`src/rtl/div_pkg.sv`:
```
// Shared types and constants for the divider scheduler.
package div_pkg;

  localparam int unsigned XLEN_DEF = 32;
  localparam int unsigned OP_W     = 2;

  typedef enum logic [OP_W-1:0] {
    OP_DIV  = 2'd0,
    OP_DIVU = 2'd1,
    OP_REM  = 2'd2,
    OP_REMU = 2'd3
  } div_op_e;

  typedef enum logic [2:0] {
    S_IDLE,
    S_START,
    S_BUSY,
    S_DRAIN,
    S_RESP
  } div_state_e;

  function automatic logic op_is_signed(input div_op_e op);
    return (op == OP_DIV) || (op == OP_REM);
  endfunction

  function automatic logic op_is_rem(input div_op_e op);
    return (op == OP_REM) || (op == OP_REMU);
  endfunction

endpackage

```
`src/rtl/div_rr_arb.sv`:
```
// Round-robin arbiter: searches from the pointer upward, advances past the winner.
module div_rr_arb #(
  parameter int unsigned NREQ = 2
) (
  input  logic                     clk,
  input  logic                     rst,
  input  logic [NREQ-1:0]          valid,
  input  logic                     en,
  output logic [NREQ-1:0]          grant,
  output logic [$clog2(NREQ)-1:0]  idx,
  output logic                     any
);

  localparam int unsigned IDX_W = $clog2(NREQ);

  logic [IDX_W-1:0] ptr_q, ptr_d;

  function automatic logic [IDX_W-1:0] wrap_add(input logic [IDX_W-1:0] p, input int unsigned i);
    int unsigned s;
    s = 32'(p) + i;
    if (s >= NREQ) s -= NREQ;
    return s[IDX_W-1:0];
  endfunction

  always_comb begin
    grant = '0;
    idx   = '0;
    any   = 1'b0;
    for (int unsigned i = 0; i < NREQ; i++) begin
      if (en && !any && valid[wrap_add(ptr_q, i)]) begin
        any                      = 1'b1;
        idx                      = wrap_add(ptr_q, i);
        grant[wrap_add(ptr_q, i)] = 1'b1;
      end
    end
    ptr_d = any ? wrap_add(idx, 1) : ptr_q;
  end

  always_ff @(posedge clk) begin
    if (rst) ptr_q <= '0;
    else     ptr_q <= ptr_d;
  end

endmodule

```
`src/rtl/div_sched.sv`:
```
// Shares one unsigned multi-cycle divider among NREQ requesters, with RISC-V
// signed fix-up, divide-by-zero / overflow short-circuit and flush support.
module div_sched
  import div_pkg::*;
#(
  parameter int unsigned NREQ  = 2,
  parameter int unsigned XLEN  = XLEN_DEF,
  parameter int unsigned TAG_W = 6
) (
  input  logic                     clk,
  input  logic                     rst,
  input  logic                     flush,
  input  logic [NREQ-1:0]          req_valid,
  output logic [NREQ-1:0]          req_ready,
  input  logic [NREQ*XLEN-1:0]     req_a,
  input  logic [NREQ*XLEN-1:0]     req_b,
  input  logic [NREQ*OP_W-1:0]     req_op,
  input  logic [NREQ*TAG_W-1:0]    req_tag,
  output logic                     core_start,
  output logic [XLEN-1:0]          core_a,
  output logic [XLEN-1:0]          core_b,
  input  logic                     core_done,
  input  logic [XLEN-1:0]          core_quo,
  input  logic [XLEN-1:0]          core_rem,
  output logic                     rsp_valid,
  input  logic                     rsp_ready,
  output logic [XLEN-1:0]          rsp_data,
  output logic [TAG_W-1:0]         rsp_tag,
  output logic [$clog2(NREQ)-1:0]  rsp_src
);

  localparam int unsigned   IDX_W   = $clog2(NREQ);
  localparam logic [XLEN-1:0] INT_MIN = {1'b1, {(XLEN-1){1'b0}}};

  div_state_e        state_q, state_d;
  logic              is_rem_q, is_rem_d;
  logic              neg_q, neg_d;
  logic              core_start_q, core_start_d;
  logic [XLEN-1:0]   core_a_q, core_a_d, core_b_q, core_b_d;
  logic              rsp_valid_q, rsp_valid_d;
  logic [XLEN-1:0]   rsp_data_q, rsp_data_d;
  logic [TAG_W-1:0]  rsp_tag_q, rsp_tag_d;
  logic [IDX_W-1:0]  rsp_src_q, rsp_src_d;

  logic              arb_en, accept;
  logic [IDX_W-1:0]  gnt_idx;
  logic [XLEN-1:0]   sel_a, sel_b, mag_a, mag_b, core_res;
  logic [TAG_W-1:0]  sel_tag;
  div_op_e           sel_op;
  logic              sel_signed, sel_rem, a_neg, b_neg;

  assign arb_en = (state_q == S_IDLE) && !flush;

  div_rr_arb #(.NREQ(NREQ)) u_arb (
    .clk   (clk),
    .rst   (rst),
    .valid (req_valid),
    .en    (arb_en),
    .grant (req_ready),
    .idx   (gnt_idx),
    .any   (accept)
  );

  always_comb begin
    sel_a      = req_a[32'(gnt_idx)*XLEN +: XLEN];
    sel_b      = req_b[32'(gnt_idx)*XLEN +: XLEN];
    sel_tag    = req_tag[32'(gnt_idx)*TAG_W +: TAG_W];
    sel_op     = div_op_e'(req_op[32'(gnt_idx)*OP_W +: OP_W]);
    sel_signed = op_is_signed(sel_op);
    sel_rem    = op_is_rem(sel_op);
    a_neg      = sel_signed && sel_a[XLEN-1];
    b_neg      = sel_signed && sel_b[XLEN-1];
    mag_a      = a_neg ? -sel_a : sel_a;
    mag_b      = b_neg ? -sel_b : sel_b;
    core_res   = is_rem_q ? core_rem : core_quo;
  end

  always_comb begin
    state_d      = state_q;
    is_rem_d     = is_rem_q;
    neg_d        = neg_q;
    core_start_d = 1'b0;
    core_a_d     = core_a_q;
    core_b_d     = core_b_q;
    rsp_valid_d  = rsp_valid_q;
    rsp_data_d   = rsp_data_q;
    rsp_tag_d    = rsp_tag_q;
    rsp_src_d    = rsp_src_q;
    case (state_q)
      S_IDLE: begin
        if (accept) begin
          is_rem_d  = sel_rem;
          // Remainder takes the dividend's sign; quotient is negative when signs differ.
          neg_d     = sel_rem ? a_neg : (a_neg ^ b_neg);
          rsp_tag_d = sel_tag;
          rsp_src_d = gnt_idx;
          if (sel_b == '0) begin
            rsp_data_d  = sel_rem ? sel_a : '1;
            rsp_valid_d = 1'b1;
            state_d     = S_RESP;
          end else if (sel_signed && (sel_a == INT_MIN) && (sel_b == '1)) begin
            rsp_data_d  = sel_rem ? '0 : INT_MIN;
            rsp_valid_d = 1'b1;
            state_d     = S_RESP;
          end else begin
            core_a_d     = mag_a;
            core_b_d     = mag_b;
            core_start_d = 1'b1;
            state_d      = S_START;
          end
        end
      end
      S_START: state_d = flush ? S_DRAIN : S_BUSY;
      S_BUSY: begin
        if (flush) begin
          state_d = core_done ? S_IDLE : S_DRAIN;
        end else if (core_done) begin
          rsp_data_d  = neg_q ? -core_res : core_res;
          rsp_valid_d = 1'b1;
          state_d     = S_RESP;
        end
      end
      S_DRAIN: if (core_done) state_d = S_IDLE;
      S_RESP: begin
        if (flush || rsp_ready) begin
          rsp_valid_d = 1'b0;
          state_d     = S_IDLE;
        end
      end
      default: state_d = S_IDLE;
    endcase
  end

  always_ff @(posedge clk) begin
    if (rst) begin
      state_q      <= S_IDLE;
      is_rem_q     <= 1'b0;
      neg_q        <= 1'b0;
      core_start_q <= 1'b0;
      core_a_q     <= '0;
      core_b_q     <= '0;
      rsp_valid_q  <= 1'b0;
      rsp_data_q   <= '0;
      rsp_tag_q    <= '0;
      rsp_src_q    <= '0;
    end else begin
      state_q      <= state_d;
      is_rem_q     <= is_rem_d;
      neg_q        <= neg_d;
      core_start_q <= core_start_d;
      core_a_q     <= core_a_d;
      core_b_q     <= core_b_d;
      rsp_valid_q  <= rsp_valid_d;
      rsp_data_q   <= rsp_data_d;
      rsp_tag_q    <= rsp_tag_d;
      rsp_src_q    <= rsp_src_d;
    end
  end

  assign core_start = core_start_q;
  assign core_a     = core_a_q;
  assign core_b     = core_b_q;
  assign rsp_valid  = rsp_valid_q;
  assign rsp_data   = rsp_data_q;
  assign rsp_tag    = rsp_tag_q;
  assign rsp_src    = rsp_src_q;

endmodule
```
`config.mk`:
```
export PLATFORM = sky130hd
export DESIGN_NAME = div_sched
export DESIGN_NICKNAME = d
export VERILOG_FILES = /design/src/rtl/div_pkg.sv /design/src/rtl/div_rr_arb.sv /design/src/rtl/div_sched.sv
export SDC_FILE = /design/constraint.sdc
export NUM_CORES = 1
export LEC_CHECK = 0
export BUFFER_PORTS_ARGS = -buffer_cell sky130_fd_sc_hd__buf_2
export CAP_MARGIN = 20
export CORE_ASPECT_RATIO = 1.1
export CORE_MARGIN = 2
export CORE_UTILIZATION = 33
export DETAILED_ROUTE_END_ITERATION = 7
export PLACE_DENSITY_LB_ADDON = 0.1
export SLEW_MARGIN = 20
export SYNTH_ARGS = -nofsm -noshare
export SYNTH_HDL_FRONTEND = slang
export SYNTH_SLANG_ARGS = --single-unit
```
`constraint.sdc`:
```
create_clock -name clk -period 8.7 [get_ports clk]
set_clock_uncertainty 0.05 [all_clocks]
set_input_delay 0.435 -clock clk [delete_from_list [all_inputs] [get_ports clk]]
set_output_delay 0.435 -clock clk [all_outputs]
set_load 0.05 [all_outputs]
```
# Word-level counts from Yosys, hierarchy flattened

Index checks and enable logic that the tools add are counted.
W data, S select, Z words.

Input port bits: 215
Flip-flop bits (word level): 111
Output and inout bits: 107
Logic and storage cells: 130

Mux-type cells: 50
Eq/ne operators: 15
Shift-type cells: 4
Order comparisons: 9
Reductions and logical operators: 26
Multiply operators: 1
Add/subtract/negate cells: 8
Bitwise logic cells: 6

Operator list:

| kind                   | number |
|---|---|
| $mux W32               | 11 |
| $shiftx A64 B7 Y32     | 2 |
| $neg A32 Y32           | 3 |
| $eq A32 B32 Y1 const B | 2 |
| $pmux W32 S2           | 1 |
| $logic_not A32 Y1      | 1 |
| $mux W1                | 24 |
| $mux W3                | 7 |
| $pmux W3 S5            | 1 |
| $shiftx A12 B5 Y6      | 1 |
| $logic_and A1 B1 Y1    | 10 |
| $ne A2 B2 Y1 const B   | 5 |
| $lt A1 B2 Y1 const B   | 4 |
| $reduce_and A4 Y1      | 2 |
| $eq A3 B2 Y1 const B   | 2 |
| $mux W2                | 3 |
| $reduce_and A6 Y1      | 1 |
| $reduce_and A5 Y1      | 1 |
| $add A1 B1 Y2 const B  | 2 |
| $eq A2 B2 Y1 const B   | 2 |
| $ge A2 B2 Y1 const B   | 2 |
| $not A1 Y1             | 4 |
| $reduce_or A4 Y1       | 1 |
| $shiftx A4 B3 Y2       | 1 |
| other kinds (19)       | 26 |

# Depth between registers and ports, before layout

Depth in word-level cells: 19
Depth in mapped cells: 21
Gate-level depth less buffers: 13

# Modules after synthesis

Synthesis repeated with hierarchy kept, for this count alone.

Cell total of the unflattened synthesis: 1179
Area, all modules: 8593.2 sq um

By module, submodules not included:

| module     | times used | area each (sq um) | cells an instance |
|---|---|---|---|
| div_sched  | 1          | 8518.2            | 1168 |
| div_rr_arb | 1          | 75.1              | 11 |

# Least setup slack after synthesis

No wires, ideal clock.

Path kind: register -> register
Start point: register state_q[0]
End point: register rsp_data_q[21] (netlist: rsp_data[21])
Clock period less this slack: 4336 ps
Arrival time: 4142 ps
Path slack: 4364 ps
Library setup time: 144 ps
Stages on the path, launching flop included: 22
Path through: dfxtp_1 -> buf_6 -> nor4_4 -> nand3_1 -> inv_2 -> buf_2 -> buf_2 -> clkbuf_1 -> clkbuf_1 -> nand2_1 -> nand2_1 -> ha_1 -> nand4_1 -> nor4_1 -> and4_1 -> o221a_2 -> a211o_1 -> buf_4 -> and2_1 -> buf_6 -> buf_6 -> a311oi_2

Word-level cells in the longest chain between the ends: 15
Elaborated cells on any way between the ends: 34
Classes of those cells: eq/ne: 9; shift: 3; mux: 8; reduce/logical: 14

RTL lines:

| what                                                        | line             | text |
|---|---|---|
| start, declared                                             | div_sched.sv:35  | `div_state_e state_q, state_d;` |
| start signal, assigned                                      | div_sched.sv:147 | `state_q <= state_d;` |
| branches (longest 15 deep; another with $shiftx A64 B7 Y32) | n/a              |  |
| end signal, assigned                                        | div_sched.sv:154 | `rsp_data_q <= rsp_data_d;` |
| end, declared                                               | div_sched.sv:41  | `logic [XLEN-1:0] rsp_data_q, rsp_data_d;` |

Several ways; the timed one is not identified. The select of a mux whose other input is x is not followed.
A chain may end at the register's enable or synchronous reset.

# Worst setup path in the final report

Start point: register state_q[2]
End point: register rsp_data_q[5] (netlist: rsp_data[5])

The elaborated chain is that of the path after synthesis.

==> flow_summary.json <==
{
  "status": "finished clean",
  "remaining_drc_errors": 0,
  "critical_path.max_fanout": 36,
  "grt_pass1_vias": 9793,
  "cts-htree-levels": 3,
  "numCtsBuffers": 9,
  "gr-usage-all-layers": 0.250,
  "timing_hold_violations_final": 0,
  "die_area_sq_um": 29600,
  "pwr_density_cell_nw_per_um2": 216,
  "top_level_ports": 322,
  "drtPass1Iterations": 6,
  "clock_tree.root_cell": "sky130_fd_sc_hd__clkbuf_16",
  "antenna_found_initial": 6,
  "slowest_stage": "sky130_fd_sc_hd__inv_2",
  "syn_area_sq_um": 9320,
  "vdd_drop_max_mv": 0.131,
  "drt_wl_total_um": 38800,
  "count_of_max_cap_constraint_violations": 0,
  "hpwl_um": 30100,
  "cp_cell_sequence": "nor4_4, buf_4, nand3_4, inv_2, mux2i_1, ha_1, nand2b_1, nor4_1, a32o_1, o221a_2, a211o_1, buf_4, and2_1, buf_4, a311oi_2",
  "final_critical_path_setup_slack_ns": 3.41,
  "timing.hold.worst.class": "in -> reg",
  "endpoint_kind": "register",
  "fmax_mhz": 189,
  "chipWidth_um": 164,
  "critPathLaunch": "state_q[2]",
  "yosysUniqueCellTypes": 78,
  "die_height_um": 180,
  "synthDominantAreaCellType": "sky130_fd_sc_hd__dfxtp_1",
  "clkTransAtPathRegs_ns": 0.09,
  "cts_resized": 0,
  "place_worst_setup_slack_ns": 3.46,
  "timing_worst_slew_pin_value_ns": 1.03,
  "initialDrtViolationCount": 893,
  "placement.io_buffers": 321,
  "cellLeakagePower_nw": 4.68,
  "final_period_minus_worst_setup_slack_ns": 5.29,
  "yosysTopAreaCellShare": 0.238,
  "vias": 10400,
  "cts_hold_buf": 0,
  "number_of_synthesized_flops_with_an_enable_pin": 0,
  "timing.setup.critical_path_class": "reg -> reg",
  "ctsLongestPathBuffers": 2,
  "yosys.cell_count.top_type": "sky130_fd_sc_hd__mux2i_1",
  "initial_core_utilization": 0.335,
  "syn2layout_area_growth_pct": 22.6,
  "critical_path_arrival_ns": 5.44,
  "post_synthesis_sequential_area_ratio": 0.238,
  "worst_setup_path_start_kind": "register",
  "cts_num_sinks": 111,
  "drv_slew": 0,
  "insertion_delay_ns": 0.37,
  "fin_setup_tns_ns": 0,
  "postCtsSetupBuffers": 0,
  "ys_top_cells_by_count": "sky130_fd_sc_hd__mux2i_1 (114), sky130_fd_sc_hd__dfxtp_1 (111), sky130_fd_sc_hd__nor2_1 (100)",
  "hold_start": "req_tag[3]",
  "layout.nets": 1642,
  "grt_overflow": 0,
  "slew_headroom": 0.315,
  "top_cells_by_area_in_the_synthesized_netlist": "sky130_fd_sc_hd__dfxtp_1 (24%), sky130_fd_sc_hd__mux2i_1 (12%), sky130_fd_sc_hd__xnor2_1 (5.1%)",
  "critical_path.reg2reg.startpoint": "state_q[2]",
  "worst_path_dominant_cell_family": "buffers and inverters",
  "synth_cells": 1165,
  "design.core.area_sq_um": 27800,
  "grt_max_degree": 74,
  "fp_rows": 64,
  "max_stage_delay_ns": 0.59,
  "layout-drive-gt1-share": 0.296,
  "synth_nets": 1383,
  "viasPerCell": 5.78,
  "final_min_period_over_clock_period": 0.608,
  "yosys_register_bits": 111,
  "synth_flop_cell": "sky130_fd_sc_hd__dfxtp_1",
  "grt_pass1_wl_um": 57700,
  "path_buf_inv": 4,
  "drt-wirelength-per-cell_um": 21.6,
  "required_time_of_the_worst_setup_path_ns": 8.85,
  "rsz0062_at_grt": "no",
  "place.gp.congestion": 0.918,
  "postRouteAntennaNets": 0,
  "cts_tree": "yes",
  "cell_with_the_most_instances_on_the_worst_path": "sky130_fd_sc_hd__buf_4",
  "synth-warning-count": 0,
  "timing.final.setup_violations": 0,
  "synth_area_per_cell_sq_um": 8.00,
  "synth_async_sr_flop_share": 0
}
-- per-layer routing --
| metal | track usage | part of all wire |
|---|---|---|
| met5 | 0 | 0.00052 |
| met2 | 0.423 | 0.48 |
| met3 | 0.0423 | 0.075 |
| met1 | 0.317 | 0.41 |
| met4 | 0.0881 | 0.030 |
-- state kept, by name, summed over array words and instances (netlist names), 3 cells and up --
name,count
core_a,32
core_b,32
rsp_data,32
rsp_tag,6
state_q,3
-- worst reg2reg max path: stages, from the launching register on --
cell and delay, ns:
sky130_fd_sc_hd__dfxtp_1 0.43, sky130_fd_sc_hd__nor4_4 0.31, sky130_fd_sc_hd__buf_4 0.25, sky130_fd_sc_hd__nand3_4 0.44, sky130_fd_sc_hd__inv_2 0.60, sky130_fd_sc_hd__mux2i_1 0.31, sky130_fd_sc_hd__ha_1 0.26, sky130_fd_sc_hd__nand2b_1 0.12
sky130_fd_sc_hd__nor4_1 0.37, sky130_fd_sc_hd__a32o_1 0.40, sky130_fd_sc_hd__o221a_2 0.30, sky130_fd_sc_hd__a211o_1 0.11, sky130_fd_sc_hd__buf_4 0.36, sky130_fd_sc_hd__and2_1 0.20, sky130_fd_sc_hd__buf_4 0.44, sky130_fd_sc_hd__a311oi_2 0.19
-- final timing paths --
path / end / slack, ns / cells after the start
worst max-delay path: rsp_data[5] / 3.41 / 15
worst max register to register: rsp_data[5] / 3.41 / 15
worst min register to register: rsp_src / 0.41 / 2
worst min-delay path: rsp_tag[3] / 0.27 / 3
-- power by group --
part,leakage (nW),internal (mW),switching [mW]
Clock,0.142,0.228,0.220
Combinational,3.63,0.412,0.933
Sequential,0.906,0.607,0.0675
-- cells in the final DEF, fill, tap and decap left out, types with 5 or more instances in the layout --
| master | n |
|---|---|
| sky130_fd_sc_hd__or3_1 | 33 |
| sky130_fd_sc_hd__nor2b_1 | 7 |
| sky130_fd_sc_hd__o211ai_1 | 8 |
| sky130_fd_sc_hd__o21a_1 | 5 |
| sky130_fd_sc_hd__and3_1 | 7 |
| sky130_fd_sc_hd__mux2_2 | 14 |
| sky130_fd_sc_hd__nor4_1 | 34 |
| sky130_fd_sc_hd__o21ai_0 | 39 |
| sky130_fd_sc_hd__nand3_1 | 18 |
| sky130_fd_sc_hd__buf_4 | 18 |
| sky130_fd_sc_hd__a211oi_2 | 22 |
| sky130_fd_sc_hd__a21oi_1 | 74 |
| sky130_fd_sc_hd__xnor2_1 | 54 |
| sky130_fd_sc_hd__nor3b_1 | 5 |
| sky130_fd_sc_hd__o311ai_0 | 8 |
| sky130_fd_sc_hd__nand2b_1 | 19 |
| sky130_fd_sc_hd__a311oi_1 | 8 |
| sky130_fd_sc_hd__a32oi_1 | 12 |
| sky130_fd_sc_hd__a222oi_1 | 7 |
| sky130_fd_sc_hd__a311oi_2 | 8 |
| sky130_fd_sc_hd__xor2_1 | 28 |
| sky130_fd_sc_hd__nor3_1 | 30 |
| sky130_fd_sc_hd__o22ai_1 | 24 |
| sky130_fd_sc_hd__o31ai_1 | 17 |
| sky130_fd_sc_hd__mux2i_1 | 114 |
| sky130_fd_sc_hd__a2bb2oi_1 | 7 |
| sky130_fd_sc_hd__nor4b_1 | 7 |
| sky130_fd_sc_hd__inv_1 | 10 |
| sky130_fd_sc_hd__diode_2 | 5 |
| sky130_fd_sc_hd__nand4_1 | 21 |
| sky130_fd_sc_hd__buf_2 | 320 |
| sky130_fd_sc_hd__nand3b_1 | 20 |
| sky130_fd_sc_hd__or4_1 | 22 |
| sky130_fd_sc_hd__clkbuf_16 | 9 |
| sky130_fd_sc_hd__a31oi_1 | 16 |
| sky130_fd_sc_hd__dfxtp_1 | 110 |
| sky130_fd_sc_hd__nor2_1 | 100 |
| sky130_fd_sc_hd__nand2_1 | 91 |
| sky130_fd_sc_hd__a211oi_1 | 6 |
| sky130_fd_sc_hd__o31a_1 | 6 |
-- through the flow --
step                      power [mW]  area, sq um   util  hold slack, ns  instances
after detailed placement        2.03        11100  0.400           0.404       1776
after floorplan                 1.66         9320      -           0.406       1165
after CTS                       2.48        11400  0.411           0.258       1791
final                           2.47        11400  0.411           0.269       1796
after global placement          2.02        11100  0.400           0.402       1776
after global routing            2.60        11400  0.411           0.269       1793
-- final cells by class --
type,instances,area (sq um)
Antenna cell,5,12.5
Tap cell,363,454
Clock inverter,6,76.3
Clock buffer,9,225
Timing Repair Buffer,338,1740
Inverter,12,45.0
Fill cell,2959,16400
Sequential cell,111,2220
Multi-Input combinational cell,952,6650
-- kinds of logic (layout without fill, tap and decap cells) --
group,Yosys count,after routing,synth area share
AO/OA/AOI/OAI,297,297,0.235
XOR/XNOR,82,82,0.0771
adder cells (fa/ha/maj),3,3,0.00403
buffers and inverters,102,365,0.0505
flip-flops,111,111,0.238
multiplexers,129,129,0.142
other,0,5,0
AND/OR/NAND/NOR,441,441,0.253
(Power assumes the default switching activity.)
